## src/rtl/trig_pulse_gen.sv

```systemverilog
// trig_pulse_gen: multi-channel programmable trigger generator with phase delay and continuous/one-shot/burst modes
module trig_pulse_gen #(
    parameter int N_CH    = 2,
    parameter int CNT_W   = 32,
    parameter int BURST_W = 16
) (
    input  logic                     clk,
    input  logic                     rst,
    input  logic [N_CH-1:0]          start_i,
    input  logic [N_CH-1:0]          stop_i,
    input  logic [N_CH*CNT_W-1:0]    div_i,
    input  logic [N_CH*CNT_W-1:0]    phase_i,
    input  logic [N_CH*2-1:0]        mode_i,
    input  logic [N_CH*BURST_W-1:0]  burst_i,
    output logic [N_CH-1:0]          trigger_o,
    output logic [N_CH-1:0]          busy_o,
    output logic [N_CH-1:0]          done_o
);
    typedef enum logic [1:0] {IDLE, WAIT, RUN} state_t;

    for (genvar k = 0; k < N_CH; k++) begin : g_ch
        state_t             st;
        logic [CNT_W-1:0]   cnt, div_s, phase_s, nxt, div_k, phase_k;
        logic [BURST_W-1:0] npulse, lim, burst_k;
        logic [1:0]         mode_k;
        logic               fin, trig, busy, done;

        assign div_k   = div_i[k*CNT_W +: CNT_W];
        assign phase_k = phase_i[k*CNT_W +: CNT_W];
        assign burst_k = burst_i[k*BURST_W +: BURST_W];
        assign mode_k  = mode_i[k*2 +: 2];
        // cnt is the position of the current cycle within the period; a pulse lands on position 0
        assign nxt     = (cnt == div_s - CNT_W'(1)) ? '0 : cnt + CNT_W'(1);

        always_ff @(posedge clk) begin
            if (rst) begin
                st      <= IDLE;
                cnt     <= '0;
                div_s   <= '0;
                phase_s <= '0;
                npulse  <= '0;
                lim     <= '0;
                fin     <= 1'b0;
                trig    <= 1'b0;
                busy    <= 1'b0;
                done    <= 1'b0;
            end else begin
                trig <= 1'b0;
                done <= 1'b0;
                case (st)
                    IDLE: if (start_i[k] && !stop_i[k]) begin
                        div_s   <= (div_k == '0) ? CNT_W'(1) : div_k;
                        phase_s <= phase_k;
                        lim     <= (mode_k == 2'b01 || burst_k == '0) ? BURST_W'(1) : burst_k;
                        fin     <= (mode_k == 2'b01) || (mode_k == 2'b10);
                        busy    <= 1'b1;
                        st      <= (phase_k == '0) ? RUN : WAIT;
                        trig    <= (phase_k == '0);
                        cnt     <= (phase_k == '0) ? '0 : CNT_W'(1);
                        npulse  <= (phase_k == '0) ? BURST_W'(1) : '0;
                    end
                    WAIT: if (stop_i[k]) begin
                        st   <= IDLE;
                        busy <= 1'b0;
                        done <= 1'b1;
                    end else if (cnt == phase_s) begin
                        st     <= RUN;
                        trig   <= 1'b1;
                        cnt    <= '0;
                        npulse <= BURST_W'(1);
                    end else begin
                        cnt <= cnt + CNT_W'(1);
                    end
                    RUN: if (stop_i[k] || (fin && npulse == lim)) begin
                        st   <= IDLE;
                        busy <= 1'b0;
                        done <= 1'b1;
                    end else begin
                        cnt    <= nxt;
                        trig   <= (nxt == '0);
                        npulse <= npulse + BURST_W'(fin && nxt == '0);
                    end
                    default: st <= IDLE;
                endcase
            end
        end

        assign trigger_o[k] = trig;
        assign busy_o[k]    = busy;
        assign done_o[k]    = done;
    end
endmodule

```

## config.mk

```make
export PLATFORM = sky130hd
export DESIGN_NAME = trig_pulse_gen
export DESIGN_NICKNAME = d
export VERILOG_FILES = /design/src/rtl/trig_pulse_gen.sv
export SDC_FILE = /design/constraint.sdc
export NUM_CORES = 1
export LEC_CHECK = 0
export CORE_MARGIN = 2
export CORE_UTILIZATION = 55
export CTS_BUF_LIST = sky130_fd_sc_hd__clkbuf_4 sky130_fd_sc_hd__clkbuf_8
export DETAILED_ROUTE_END_ITERATION = 7
export GPL_ROUTABILITY_DRIVEN = 0
export GPL_TIMING_DRIVEN = 1
export PLACE_DENSITY = 0.78
export SYNTH_ARGS = -nofsm -noshare
export SYNTH_HDL_FRONTEND = slang
export SYNTH_SLANG_ARGS = --single-unit
```

## constraint.sdc

```tcl
create_clock -name clk -period 4.6 [get_ports clk]
set_input_delay 0.69 -clock clk [delete_from_list [all_inputs] [get_ports clk]]
set_output_delay 0.69 -clock clk [all_outputs]
set_load 0.03 [all_outputs]
```

==> qor.csv <==
stage,metric,value,unit
clock_tree,CTS buffer count,46,
clock_tree,Max clock buf depth,3,
yosys,Synth async-reset ratio,0,
floorplan,starting density of the core,0.563,
clock_tree,root buf cell,clkbuf_8,
yosys,Yosys reg bits,268,
cells_and_area,# fillers,2437,
critical_path,WS Path Type,register to register,
yosys,yosys warns,0,
clock_tree,post-CTS setup buffers,0,
timing,Slew headroom,0.264,
cells_and_area,Finished Layout Cells,2711,
floorplan,Cell Rows,62,
yosys,Netlist Area Pre-Place,16200,um2
timing,RSZ-0062 raised after global routing,no,
yosys,Post-synth top flop,dfxtp_1,
global_route,first-pass GRT wire length,77.4,mm
floorplan,die area,30900,um2
global_route,initial antenna violation count,0,
clock_tree,clk sinks,268,
cells_and_area,Synth-to-Final Area Change,19.7,%
timing,Final Cycle Share,0.971,
cells_and_area,diode count,0,
timing,worst slew pin tran,1.10,ns
power,Leak Pwr,6.92,nW
cells_and_area,nets,2481,
critical_path,crit-path max FO,9,
clock_tree,Clock transition at path regs,0.07,ns
timing,Pins Over Slew Limit,0,
place,Cells after DPL,2629,
run,max-cap violations,0,
timing,maximum clock frequency,0.224,GHz
timing,final setup vio count,0,
cells_and_area,Util after Layout,0.673,
global_route,largest net degree at the start of global routing,83,
drt,1st-iter DRT viols,1488,
clock_tree,Skew-Pair Late Insertion Delay,0.60,ns
yosys,Syn Inst Count,2166,
place,I/O Buffers,175,
drt,via count,16645,
critical_path,Worst Path Arrival,4.98,ns
global_route,vias in the first global route,15649,
power,PwrDens,421,nW/um2
run_status,run status,finished clean,
drt,DRT antenna net count,0,
floorplan,DIE WIDTH,176,um
floorplan,Ports,176,
floorplan,die height,176,um
drt,DRC,0,
yosys,Yosys cell types,88,
yosys,Post-synth EDFFs,0,
cells_and_area,share of cells above drive strength 1,0.0838,
clock_tree,CTS tree,built,
floorplan,Std-Cell Core Area,28900,um2
timing,Clock Skew,0.0336,ns
timing,final hold vios,0,
yosys,register area share after synthesis,0.330,
drt,DRT Pass-1 Iters,6,
power,worst vdd ir,0.258,mV
global_route,GRT overflow,0,
global_route,Total GRT Usage,0.304,
critical_path,Worst Setup End Kind,register,
place,Final HPWL DP,35.8,mm
yosys,Mapped Avg Cell Area,7.50,um2
drt,Avg WL per Cell,17.9,um
drt,drt via density,6.14,
hold_path,Worst Hold Class,register to register,
critical_path,Worst EP required,5.11,ns
drt,final wirelength,48.5,mm
timing,setup_tns,0,ns
clock_tree,htree depth,2,
critical_path,Startpoint Class,register,
timing,min cycle time layout,4.47,ns
yosys,"Net Count, Synth",2354,
-- sequential cells by signal (all words and copies together) (netlist names) --
register      count
g_ch.st           4
g_ch.fin          2
g_ch.busy         2
g_ch.div_s       64
g_ch.trig         2
g_ch.npulse      32
g_ch.lim         32
g_ch.phase_s     64
g_ch.cnt         64
g_ch.done         2
-- path summary, 6_finish.rpt --
check | cells past startpoint | startpoint | to | slack, ns
worst max register to register | 13 | g_ch[1].div_s[5] | g_ch[1].npulse[14] | 0.13
worst max-delay path | 13 | g_ch[1].div_s[5] | g_ch[1].npulse[14] | 0.13
worst min register to register | 2 | g_ch[0].phase_s[7] | g_ch[0].phase_s[7] | 0.47
worst min-delay path | 2 | g_ch[0].phase_s[7] | g_ch[0].phase_s[7] | 0.47
-- power by group --
part / leakage [nW] / switching [W] / internal, W
clock: 0.553 / 0.00103 / 0.00139
combinational: 4.19 / 0.00179 / 0.00119
sequential: 2.18 / 0.000243 / 0.00253
-- what timing repair did --
item | 4_1_cts | 5_1_grt
hold buffers | 0 | 0
resized for setup | 0 | 12
endpoints found under the setup margin | 0 | 16
-- kinds of logic after synthesis --
kind of cell	after synthesis	synth area share
multiplexers	12	0.00747
buffers and inverters	216	0.0536
AND/OR/NAND/NOR	985	0.304
adder cells (fa/ha/maj)	18	0.0139
flip-flops	268	0.330
XOR/XNOR	214	0.116
AO/OA/AOI/OAI	453	0.174
-- cells in the final DEF (no fill, tap or decap), types with 6 or more instances in the layout --
cell type        instances
nand4_1                 77
buf_4                   64
dfxtp_1                268
xnor2_1                161
nor2_1                 148
and2_1                  14
nor3_1                  57
ha_1                    18
a211oi_1                21
nand2b_1                13
clkbuf_8                56
xor2_1                  52
a21o_1                   8
a21oi_1                202
o21ai_0                 58
mux2i_1                 11
nor3b_1                  6
clkbuf_4                13
o31ai_1                 13
nand3_1                 74
nor4_1                  91
nor2b_1                 10
and3_1                  24
nand3b_1                 8
o22ai_1                  9
and4_1                   8
inv_1                   55
a22oi_1                 32
clkinv_2                 6
or3_1                   28
or4_1                    9
a22o_1                  11
nand2_1                364
nand4b_1                 8
clkdlybuf4s50_1        174
a31oi_1                 27
-- routing by layer --
| layer | vias to the layer above | track usage | part of all wire |
|---|---|---|---|
| met1 | 7714 | 0.365 | 0.40 |
| met5 | - | 0 | 0 |
| li1 | 7976 | - | - |
| met3 | 192 | 0.0442 | 0.070 |
| met2 | 763 | 0.521 | 0.48 |
| met4 | 0 | 0.167 | 0.054 |
-- metrics by stage --
stage	cell area, um2	hold slack [ns]	total power, W	worst slack, ns
after floorplan	16200	0.444	0.00487	0.739
after global placement	18300	0.456	0.00563	0.313
after detailed placement	18300	0.459	0.00569	0.120
after CTS	19400	0.469	0.00811	0.108
after global routing	19400	0.487	0.00860	0.00194
final	19400	0.468	0.00817	0.134
-- synthesized netlist by cell type (5+ instances only) --
library cell | number | share of area
and3_1 | 25 | 0.0096
a21oi_1 | 202 | 0.062
a31oi_1 | 27 | 0.010
a21boi_0 | 5 | 0.0023
nor2_1 | 149 | 0.034
nor4_2 | 5 | 0.0039
xor2_1 | 52 | 0.028
o211a_1 | 5 | 0.0031
nand3_1 | 76 | 0.023
nor2b_1 | 10 | 0.0039
xnor2_1 | 161 | 0.087
buf_4 | 6 | 0.0028
and2_1 | 14 | 0.0054
o21ai_0 | 58 | 0.018
nand2_1 | 364 | 0.084
dfxtp_1 | 268 | 0.33
nand4_1 | 77 | 0.030
nand4b_1 | 8 | 0.0043
nor3b_1 | 7 | 0.0032
and4_1 | 8 | 0.0043
a22o_1 | 11 | 0.0059
o22ai_1 | 9 | 0.0035
nand3b_1 | 8 | 0.0037
inv_1 | 55 | 0.013
ha_1 | 18 | 0.014
o211ai_1 | 5 | 0.0023
nor4_1 | 93 | 0.036
or4_1 | 9 | 0.0042
o31ai_1 | 13 | 0.0060
a22oi_1 | 32 | 0.015
a211oi_1 | 21 | 0.0097
mux2i_1 | 11 | 0.0068
a21o_1 | 8 | 0.0037
or3_1 | 28 | 0.011
clkbuf_1 | 135 | 0.031
nand2b_1 | 13 | 0.0050
nor3_1 | 58 | 0.018
buf_2 | 14 | 0.0043
-- cell type report --
| cell class | instances | area [um2] | share of cell area |
|---|---|---|---|
| multi-input cells | 1682 | 10100 | 0.519 |
| inverters | 55 | 206 | 0.0106 |
| clock inverters | 13 | 178 | 0.00914 |
| repair buffers | 240 | 2250 | 0.116 |
| clock buffers | 69 | 868 | 0.0447 |
| flip-flops and latches | 268 | 5370 | 0.276 |
| well taps | 384 | 480 | 0.0247 |
-- critical path: stages, from the launching register on --
cell      delay [ns]
dfxtp_1         0.38
nor4_4          0.55
and3_1          0.43
and4_1          0.27
o211ai_1        0.09
or4b_4          0.55
or4_1           0.50
o32ai_2         0.20
and2_1          0.22
ha_1            0.20
and3_1          0.23
nand3_1         0.21
or3_1           0.41
a21oi_1         0.15
Power figures use the tool's default switching activity.
==> edit: new RTL, same flow settings <==
Set the parameter `N_CH` to 1 (it was 2).
--- a/src/rtl/trig_pulse_gen.sv
+++ b/src/rtl/trig_pulse_gen.sv
@@ -1,6 +1,6 @@
 // trig_pulse_gen: multi-channel programmable trigger generator with phase delay and continuous/one-shot/burst modes
 module trig_pulse_gen #(
-    parameter int N_CH    = 2,
+    parameter int N_CH    = 1,
     parameter int CNT_W   = 32,
     parameter int BURST_W = 16
 ) (
Ports: changed (9 resized); port bits go from 176 to 89. No check against the original RTL was run, so the function may have changed too.
==> edit against the original RTL <==
- setup slack better by 0.24 ns
- clock power down 50%
- first-iteration DRC count down 36%
- final area down 49%
- sequential share of layout area down 0.63 points
- sequential cell count down 134
- critical path depth down 1
- total power down 47%
- count of clock-buffer cells in the layout down 52
- wire length down 47%
- synthesized area down 48%
- critical path type unchanged
- largest power group unchanged
==> edit: results (changes against the original RTL) <==
The H-tree depth came out at 4 (+2). The number of distinct library cells after synthesis is 64 (-27%). The wire length of the first global-routing pass came out at 41400 um (-47%).

The power of the sequential group came out at 0.00140 W (-49%). The arrival time at the worst endpoint is 4.60 ns (-0.38 ns). The clock network fraction of total power came out at 0.275 (-0.022). The detailed router's first-iteration violation count is 959 (-36%). The commonest cells after synthesis are 187 x sky130_fd_sc_hd__nand2_1, 134 x sky130_fd_sc_hd__dfxtp_1, 84 x sky130_fd_sc_hd__a21oi_1.

The worst-case vdd ir drop came out at 362 uV (+40%). The sequential element share of the synthesized area is 0.318 (-0.0125). The adder-cell share of the synthesized area came out at 0.0133 (-0.000525). The aggregate global-route resource usage is 0.319 (+0.0153).

The post-synthesis instance total is 1125 (-48%). The compound-cell area share of the yosys netlist is 0.194 (+0.0200). The combinational fraction of design power came out at 0.404 (+0.040).

The number of global-route vias before repair came out at 8054 (-49%). The tightest slew margin relative to the limit came out at 0.365 (+0.100). The number of port buffers came out at 88 (-50%). The count of cells along the worst register-to-register path came out at 12 (-1). The placement-stage cell area came to 0.00947 mm2 (-48%). The insertion delay of the later-clocked pin in the worst-skew pair is 0.46 ns (-0.14 ns). The total wire length after detailed routing came out at 25600 um (-47%).

The post-synthesis net count was 1220 (-48%). The net switching power figure is 0.00175 W (-43%). The leakage power total is 3.39 nW (-51%). The final design instance area without fill came out at 0.00995 mm2 (-49%). The peak fanout along the critical path is 10 (+1). The number of CTS-inserted buffers came out at 17 (-63%). The post-route clock skew is 0.0173 ns (-0.0164 ns). The xor/xnor cell area share of the yosys netlist came out at 0.108 (-0.00833). The fraction of layout cells with a size suffix above 1 is 0.0706 (-0.0132). In the final layout, the registers with the most flip-flops are g_ch.cnt (32), g_ch.div_s (32), g_ch.phase_s (32). The multiplexer share of the synthesized area came out at 0.00608 (-0.00140).

The maximum root-to-sink buffer count was 2 (-1). The half-perimeter wire length after detailed placement is 18400 um (-49%). The largest net degree at the start of global routing is 90 (+8.4%). The flow ran to the end, and the final reports show no timing, DRC or antenna violations. The detailed-route vias per instance came out at 6.38 (+3.9%). The clock slew at the register clock pins of the worst setup and hold paths is 0.09 ns (+0.02 ns).

By area the synthesized netlist is led by sky130_fd_sc_hd__dfxtp_1 32%, sky130_fd_sc_hd__nand2_1 8.3%, sky130_fd_sc_hd__xnor2_1 7.4%. The cell count after placement came out at 1346 (-49%).
edit: changes by cell type after synthesis, sizes merged, moves of 44 or more:
cell	unedited run	this run
clkbuf	137	83
nor4	99	42
nand2	364	187
xnor2	161	71
a21oi	203	84
nor2	150	75
dfxtp	268	134
nand4	78	34
edit: worst max-delay path, stage by stage (launching register included):
cell,delay (ns)
sky130_fd_sc_hd__dfxtp_1,0.55
sky130_fd_sc_hd__nand2_1,0.15
sky130_fd_sc_hd__or4_1,0.52
sky130_fd_sc_hd__or4_1,0.51
sky130_fd_sc_hd__nor2_1,0.29
sky130_fd_sc_hd__mux2_2,0.37
sky130_fd_sc_hd__o21a_1,0.17
sky130_fd_sc_hd__a2111oi_2,0.40
sky130_fd_sc_hd__o21a_1,0.18
sky130_fd_sc_hd__ha_1,0.16
sky130_fd_sc_hd__nand3_1,0.27
sky130_fd_sc_hd__or3_1,0.44
sky130_fd_sc_hd__a21oi_1,0.14
edit: final timing paths:
check / startpoint / end / slack [ns]
setup / recovery: g_ch[0].cnt[19] / g_ch[0].npulse[9] / 0.38
hold / removal: g_ch[0].lim[2] / g_ch[0].lim[2] / 0.48
setup reg to reg: g_ch[0].cnt[19] / g_ch[0].npulse[9] / 0.38
hold reg to reg: g_ch[0].lim[2] / g_ch[0].lim[2] / 0.48
edit: routing by layer:
metal  global-route usage  vias to the layer above  part of all wire  routed length, um
met5                    0                        -                 0                  0
met4                0.128                        0             0.038                963
met3               0.0780                       71              0.11               2750
met2                0.502                      460              0.44              11300
met1                0.421                     4067              0.41              10600
li1                     -                     4187                 -                  -
edit: cell type report:
cell class / instances / area [um2]
fillers: 1301 / 5140
inverters: 21 / 78.8
well taps: 188 / 235
clock inverters: 14 / 236
flip-flops and latches: 134 / 2680
multi-input cells: 882 / 5350
clock buffers: 17 / 234
repair buffers: 121 / 1130
